`config.mk`:
```
export PLATFORM = sky130hd
export DESIGN_NAME = head_wr_sched
export DESIGN_NICKNAME = d
export VERILOG_FILES = /design/src/rtl/head_wr_sched_pkg.sv /design/src/rtl/head_wr_sched_rr_arbiter.sv /design/src/rtl/head_wr_sched.sv
export SDC_FILE = /design/constraint.sdc
export NUM_CORES = 1
export LEC_CHECK = 0
export CAP_MARGIN = 20
export CORE_UTILIZATION = 50
export DETAILED_ROUTE_END_ITERATION = 10
export GPL_ROUTABILITY_DRIVEN = 0
export PLACE_DENSITY = 0.85
export SLEW_MARGIN = 15
export SYNTH_ARGS = -nofsm -noshare
export SYNTH_HDL_FRONTEND = slang
export SYNTH_SLANG_ARGS = --single-unit
```
`constraint.sdc`:
```
create_clock -name clk_i -period 3.6 [get_ports clk_i]
set_input_delay 0.36 -clock clk_i [delete_from_list [all_inputs] [get_ports clk_i]]
set_output_delay 0.36 -clock clk_i [all_outputs]
set_load 0.05 [all_outputs]
```
`src/rtl/head_wr_sched_pkg.sv`:
```
// Shared types for the hash table head RAM write path: default widths,
// head RAM word layout, per-requester write fields and scheduler states.
package hash_table;

  localparam int BUCKET_WIDTH   = 4;
  localparam int HEAD_PTR_WIDTH = 8;

  // One head RAM word: bucket head pointer plus its valid flag.
  typedef struct packed {
    logic [HEAD_PTR_WIDTH-1:0] ptr;
    logic                      ptr_val;
  } head_ram_data_t;

  // Fields carried by one requester slot at the default widths.
  typedef struct packed {
    logic [BUCKET_WIDTH-1:0]   addr;
    logic [HEAD_PTR_WIDTH-1:0] ptr;
    logic                      ptr_val;
  } head_wr_req_t;

  typedef enum logic {
    RUN   = 1'b0,
    CLEAR = 1'b1
  } head_wr_sched_state_t;

endpackage

```
`src/rtl/head_wr_sched_rr_arbiter.sv`:
```
// rr_arbiter: one-hot grant among N valid requesters.
// Default build: round-robin, the pointer moves past the winner on a grant.
// With HEAD_WR_SCHED_FIXED_PRIO_EN defined: lowest asserted index wins and
// no pointer state exists.
module rr_arbiter #(
  parameter int N = 4
) (
  input  logic         clk,
  input  logic         rst_n,
  input  logic         en,
  input  logic [N-1:0] valid,
  output logic [N-1:0] grant
);

`ifdef HEAD_WR_SCHED_FIXED_PRIO_EN

  logic found;

  // Lowest asserted index wins whenever arbitration is enabled.
  always_comb begin
    grant = '0;
    found = 1'b0;
    for (int i = 0; i < N; i++) begin
      if (en && valid[i] && !found) begin
        grant[i] = 1'b1;
        found    = 1'b1;
      end
    end
  end

`else

  localparam int PW = (N > 1) ? $clog2(N) : 1;

  logic [PW-1:0] ptr_reg;
  logic [PW-1:0] ptr_next;
  logic          found;

  // Search from the pointer upward modulo N; first asserted valid wins and
  // the pointer moves to the slot just after the winner.
  always_comb begin : search
    int idx;
    grant    = '0;
    found    = 1'b0;
    ptr_next = ptr_reg;
    for (int i = 0; i < N; i++) begin
      idx = int'(ptr_reg) + i;
      if (idx >= N) idx = idx - N;
      if (en && !found && valid[idx]) begin
        grant[idx] = 1'b1;
        found      = 1'b1;
        ptr_next   = (idx == N - 1) ? '0 : PW'(idx + 1);
      end
    end
  end

  // Priority pointer register; holds when nothing is granted.
  always_ff @(posedge clk or negedge rst_n) begin
    if (!rst_n) begin
      ptr_reg <= '0;
    end else begin
      ptr_reg <= ptr_next;
    end
  end

`endif

endmodule

```
`src/rtl/head_wr_sched.sv`:
```
// head_wr_sched: arbitrates bucket-head updates from NUM_REQ engines onto the
// single head RAM write port, and sequences a full-RAM clear that writes zero
// to every address. Optional build macro HEAD_WR_SCHED_FIXED_PRIO_EN selects
// fixed-priority arbitration instead of round-robin.
module head_wr_sched
  import hash_table::*;
#(
  parameter int NUM_REQ = 4,
  parameter int A_WIDTH = BUCKET_WIDTH,
  parameter int P_WIDTH = HEAD_PTR_WIDTH
) (
  input  logic                       clk_i,
  input  logic                       rst_n_i,
  input  logic [NUM_REQ-1:0]         req_valid_i,
  output logic [NUM_REQ-1:0]         req_ready_o,
  input  logic [NUM_REQ*A_WIDTH-1:0] req_addr_i,
  input  logic [NUM_REQ*P_WIDTH-1:0] req_ptr_i,
  input  logic [NUM_REQ-1:0]         req_ptr_val_i,
  output logic                       wr_en_o,
  output logic [A_WIDTH-1:0]         wr_addr_o,
  output logic [P_WIDTH-1:0]         wr_data_ptr_o,
  output logic                       wr_data_ptr_val_o,
  input  logic                       clear_run_i,
  output logic                       clear_done_o,
  output logic                       busy_o
);

  head_wr_sched_state_t state_reg;
  head_wr_sched_state_t state_next;

  logic [A_WIDTH-1:0] clr_addr_reg;
  logic [A_WIDTH-1:0] clr_addr_next;
  logic               clr_last;
  logic               in_clear;
  logic               arb_en;

  logic [NUM_REQ-1:0] grant;

  logic [A_WIDTH-1:0] slot_addr [NUM_REQ];
  logic [P_WIDTH-1:0] slot_ptr  [NUM_REQ];
  logic               slot_val  [NUM_REQ];

  logic [A_WIDTH-1:0] sel_addr;
  logic [P_WIDTH-1:0] sel_ptr;
  logic               sel_val;

  logic               wr_en_reg;
  logic [A_WIDTH-1:0] wr_addr_reg;
  logic [P_WIDTH-1:0] wr_ptr_reg;
  logic               wr_val_reg;

  assign in_clear = (state_reg == CLEAR);
  assign clr_last = &clr_addr_reg;

  // Arbitration is only live in RUN on cycles without a clear request, and
  // never while reset is held so no grant leaks out during reset.
  rr_arbiter #(
    .N (NUM_REQ)
  ) u_arb (
    .clk   (clk_i),
    .rst_n (rst_n_i),
    .en    (arb_en && rst_n_i),
    .valid (req_valid_i),
    .grant (grant)
  );

  assign req_ready_o = grant;

  // Each slot contributes its fields only when it holds the grant, so the
  // winner can be picked with a plain OR across slots.
  genvar gi;
  generate
    for (gi = 0; gi < NUM_REQ; gi++) begin : g_slot
      assign slot_addr[gi] = grant[gi] ? req_addr_i[gi*A_WIDTH +: A_WIDTH] : '0;
      assign slot_ptr[gi]  = grant[gi] ? req_ptr_i[gi*P_WIDTH +: P_WIDTH]  : '0;
      assign slot_val[gi]  = grant[gi] & req_ptr_val_i[gi];
    end
  endgenerate

  // OR-reduce the masked slot fields into the granted request.
  always_comb begin
    sel_addr = '0;
    sel_ptr  = '0;
    sel_val  = 1'b0;
    for (int i = 0; i < NUM_REQ; i++) begin
      sel_addr = sel_addr | slot_addr[i];
      sel_ptr  = sel_ptr  | slot_ptr[i];
      sel_val  = sel_val  | slot_val[i];
    end
  end

  // State and clear counter registers.
  always_ff @(posedge clk_i or negedge rst_n_i) begin
    if (!rst_n_i) begin
      state_reg    <= RUN;
      clr_addr_reg <= '0;
    end else begin
      state_reg    <= state_next;
      clr_addr_reg <= clr_addr_next;
    end
  end

  // Next state and clear walk: a clear request always (re)starts at address
  // 0; the walk leaves CLEAR after writing the all-ones address.
  always_comb begin
    state_next    = state_reg;
    clr_addr_next = clr_addr_reg;
    arb_en        = 1'b0;
    case (state_reg)
      RUN: begin
        if (clear_run_i) begin
          state_next    = CLEAR;
          clr_addr_next = '0;
        end else begin
          arb_en = 1'b1;
        end
      end
      CLEAR: begin
        if (clear_run_i) begin
          clr_addr_next = '0;
        end else if (clr_last) begin
          state_next    = RUN;
          clr_addr_next = '0;
        end else begin
          clr_addr_next = clr_addr_reg + A_WIDTH'(1);
        end
      end
      default: begin
        state_next    = RUN;
        clr_addr_next = '0;
      end
    endcase
  end

  // Output register for granted writes: one cycle of wr_en per handshake,
  // data held between writes.
  always_ff @(posedge clk_i or negedge rst_n_i) begin
    if (!rst_n_i) begin
      wr_en_reg   <= 1'b0;
      wr_addr_reg <= '0;
      wr_ptr_reg  <= '0;
      wr_val_reg  <= 1'b0;
    end else begin
      wr_en_reg <= |grant;
      if (|grant) begin
        wr_addr_reg <= sel_addr;
        wr_ptr_reg  <= sel_ptr;
        wr_val_reg  <= sel_val;
      end
    end
  end

  // During CLEAR the write port shows the walk address with zero data; no
  // grant can be pending then, so the registered write is idle.
  assign wr_en_o           = in_clear | wr_en_reg;
  assign wr_addr_o         = in_clear ? clr_addr_reg : wr_addr_reg;
  assign wr_data_ptr_o     = in_clear ? '0 : wr_ptr_reg;
  assign wr_data_ptr_val_o = in_clear ? 1'b0 : wr_val_reg;
  assign clear_done_o      = in_clear & clr_last;
  assign busy_o            = in_clear;

endmodule

```
==> flow_summary.rst <==
.. list-table::
   :header-rows: 1

   * - Metric
     - Value
   * - Number of buffers created by CTS
     - 3
   * - RSZ-0062 raised after global routing
     - false
   * - Post-synthesis area per instance
     - 7.92 µm²
   * - Peak supply drop
     - 0.157 mV
   * - Yosys reg bits
     - 21
   * - Share of post-route cells with drive strength above 1
     - 14.0%
   * - Diode insertion count for antenna repair
     - 0
   * - Top achievable clock speed
     - 290 MHz
   * - Number of failing setup endpoints in the final timing report
     - 0
   * - Remaining DRCs
     - 0
   * - Clk_lat worst skew
     - 270 ps
   * - Worst endpoint required time
     - 3240 ps
   * - Effective utilization at floorplan
     - 53.2%
   * - Via count of the first global-routing pass
     - 3,431
   * - Die outline area
     - 6310 µm²
   * - Final hold violations
     - 0
   * - Max clock buf depth
     - 2
   * - Adder and majority cell fraction of the synthesized area
     - 3.34%
   * - Total clock sinks
     - 21
   * - Die extent in x
     - 79.5 µm
   * - Synth warn
     - 0
   * - Core ar.
     - 5640 µm²
   * - Final #Nets
     - 510
   * - Violation count after the first detailed-routing iteration
     - 619
   * - Final critical-path required period
     - 3450 ps
   * - Worst Setup Slack post-DPL
     - 67.4 ps
   * - Global router's overall resource usage
     - 33.8%
   * - Cells after Synth
     - 379
   * - Post-synthesis cell type with the largest combined area
     - dfrtp_1
   * - Sequential-to-total area share from yosys stat
     - 17.5%
   * - Net count after synthesis
     - 446
   * - Input/output buffers
     - 78
   * - CP max FO
     - 16
   * - Multiplexer area fraction after synthesis
     - 11.8%
   * - WS Path Type
     - reg2out
   * - Mean number of vias per cell
     - 7.13
   * - Detailed-route via count
     - 3,667
   * - Synthesized cell area
     - 3000 µm²
   * - Share of the clock period used by the worst path after layout
     - 95.7%
   * - Total instance count after detailed placement
     - 510
   * - Post-cts repair resize count
     - 0
   * - Data arrival time of the worst path
     - 3090 ps
   * - Async S/R FF share, synth
     - 100%
   * - Post-DR wirelength/cell
     - 20.4 µm
   * - Post-CTS setup-driven buffer insertion count
     - 0
   * - Final Slew Violations
     - 0
   * - R2R depth
     - 9
   * - Layout Area Growth over Synthesis
     - 31.4%
   * - Yosys top cell area share
     - 17.5%
   * - Flip-flop count of the largest register, all copies and words added
     - 8
   * - Transition time at the pin with the least slew margin
     - 752 ps
   * - Master cell of the clock root buffer
     - clkbuf_8
   * - Complex-gate fraction of the synthesized area
     - 38.4%
   * - Power Density
     - 216 nW/µm²
   * - Worst clock skew
     - 5.61 ps
   * - CTS H-tree lvls
     - 1
   * - Kind of launch point of the worst setup path
     - flop
   * - Final Worst Setup Slack
     - 154 ps
   * - Count of boundary I/O pins
     - 79
   * - Accumulated negative setup slack
     - 0 ps
   * - Count of cell types in the netlist
     - 57
   * - Max-slew headroom at the worst pin
     - 49.9%
   * - Number of synthesized flops with an enable pin
     - 0
   * - Leakage power total
     - 1.56 nW
   * - Xor/xnor cell area share of the yosys netlist
     - 0.584%
   * - Main synth FF type
     - dfrtp_1
   * - Clock tree from TritonCTS
     - done
   * - Final instance count without filler cells
     - 514
   * - Clock slew at reported path FFs
     - 90 ps
   * - Wire length after detailed routing
     - 10.5 mm
   * - Die Height
     - 79.5 µm
   * - Half-perimeter wire length after detailed placement
     - 7.43 mm
   * - Grt ovf
     - 0
   * - Number of antenna violations at the first check in global routing
     - 0
   * - Number of max-capacitance violations reported
     - 0
   * - Final instance area
     - 3940 µm²
   * - Iteration count of the initial detailed-routing pass
     - 7
   * - Cell types with the largest area share after synthesis
     - dfrtp_1 (18%), o21ai_0 (5.3%), a221oi_1 (5.0%)
   * - Hold buffers post-CTS
     - 0
   * - Post-placement cell area
     - 3900 µm²
   * - FP Rows
     - 27
   * - Residual antenna-violating net count after detailed routing
     - 0
   * - Worst hold-check path type
     - in2async
   * - Wire length of the first global-routing pass
     - 16.9 mm
   * - Crit. End Element
     - primary output
   * - Maximum number of pins on one net before global-route repair
     - 29
   * - Outcome
     - complete, no violations
   * - Post-Synth Simple-Gate Area
     - 17.6%
   * - Largest family of logic cells by synthesized area
     - compound AO/OA/AOI/OAI gates
## cell usage in the layout (no fill, tap or decap), types with 9 or more instances in the layout
| cell type | netlist | final |
|---|---|---|
| a2111oi_0 | 13 | 13 |
| dfrtp_1 | 21 | 21 |
| nor2_1 | 15 | 15 |
| a22o_1 | 14 | 14 |
| o32ai_1 | 13 | 13 |
| o21ai_0 | 32 | 31 |
| mux2_2 | 9 | 9 |
| a21oi_1 | 19 | 19 |
| a211oi_1 | 10 | 10 |
| clkdlybuf4s50_1 | 0 | 74 |
| buf_4 | 0 | 24 |
| mux2_4 | 9 | 9 |
| a221oi_1 | 17 | 17 |
| a222oi_1 | 13 | 13 |
| and3_1 | 9 | 9 |
| nand2_1 | 11 | 11 |
| nand4_1 | 13 | 13 |
| nor2b_1 | 11 | 11 |
| o22ai_1 | 13 | 13 |
| inv_1 | 31 | 31 |
| nor3_1 | 10 | 10 |
## layout make-up
| cell class | instances | area, µm² |
|---|---|---|
| Timing Repair Buffer | 102 | 1000 |
| Tap cell | 72 | 90.1 |
| Sequential cell | 21 | 526 |
| Fill cell | 468 | 1700 |
| Multi-Input combinational cell | 283 | 2160 |
| Clock buffer | 3 | 41.3 |
| Clock inverter | 1 | 5.00 |
| Inverter | 32 | 120 |
## where the power goes
part | total, mW | internal, mW | leakage (nW) | switching, mW
Combinational | 0.432 | 0.196 | 1.26 | 0.236
Clock | 0.166 | 0.0774 | 0.0255 | 0.0887
Sequential | 0.253 | 0.245 | 0.283 | 0.00766
Total | 0.851 | 0.518 | 1.56 | 0.332
## logic make-up after synthesis
kind of cell	Yosys count
compound gates	157
fa+ha+maj	8
flops	21
mux	26
simple gates	90
xor+xnor	2
buf+inv	75
## critical path: stages (launching register included)
cell	delay (ps)
dfrtp_1	390
inv_1	160
ha_1	360
or3b_1	400
a2111o_2	560
buf_4	250
nand2_1	150
a22oi_1	90
o21ai_1	280
buf_12	180
## per-layer routing
metal / vias up / share of wire [%] / track usage, %
li1: 1639 / - / -
met1: 1714 / 38 / 43.2
met2: 273 / 48 / 57.8
met3: 41 / 12 / 5.49
met4: 0 / 2.4 / 10.4
met5: - / 0 / 0
## Yosys cell counts, types with 13 or more instances
cell type and count:
inv_1 31, a221oi_1 17, o21ai_0 32, a222oi_1 13, nand4_1 13, dfrtp_1 21, clkbuf_1 35, a21oi_1 19
nor2_1 15, o22ai_1 13, a22o_1 14, o32ai_1 13, a2111oi_0 13
## per-stage QoR
step	power, mW	utilization, %	hold slack [ps]
finish	0.851	69.9	464
global placement	0.664	69.1	483
global route	0.894	69.9	491
CTS	0.840	69.9	478
detailed placement	0.678	69.1	491
floorplan	0.512	-	64.4
## final timing paths
path | startpoint | endpoint | slack [ps]
setup / recovery | u_arb.ptr_reg[0]$_DFFE_PN0P_ | req_ready_o[0] | 150
hold / removal | rst_n_i | wr_ptr_reg[5]$_DFFE_PN0P_ | 460
setup reg to reg | u_arb.ptr_reg[0]$_DFFE_PN0P_ | wr_ptr_reg[6]$_DFFE_PN0P_ | 320
hold reg to reg | wr_addr_reg[0]$_DFFE_PN0P_ | wr_addr_reg[0]$_DFFE_PN0P_ | 510
max in group asynchronous | rst_n_i | wr_ptr_reg[4]$_DFFE_PN0P_ | 2900
min in group clk_i | wr_addr_reg[0]$_DFFE_PN0P_ | wr_addr_reg[0]$_DFFE_PN0P_ | 510
(Power assumes the default switching activity.)
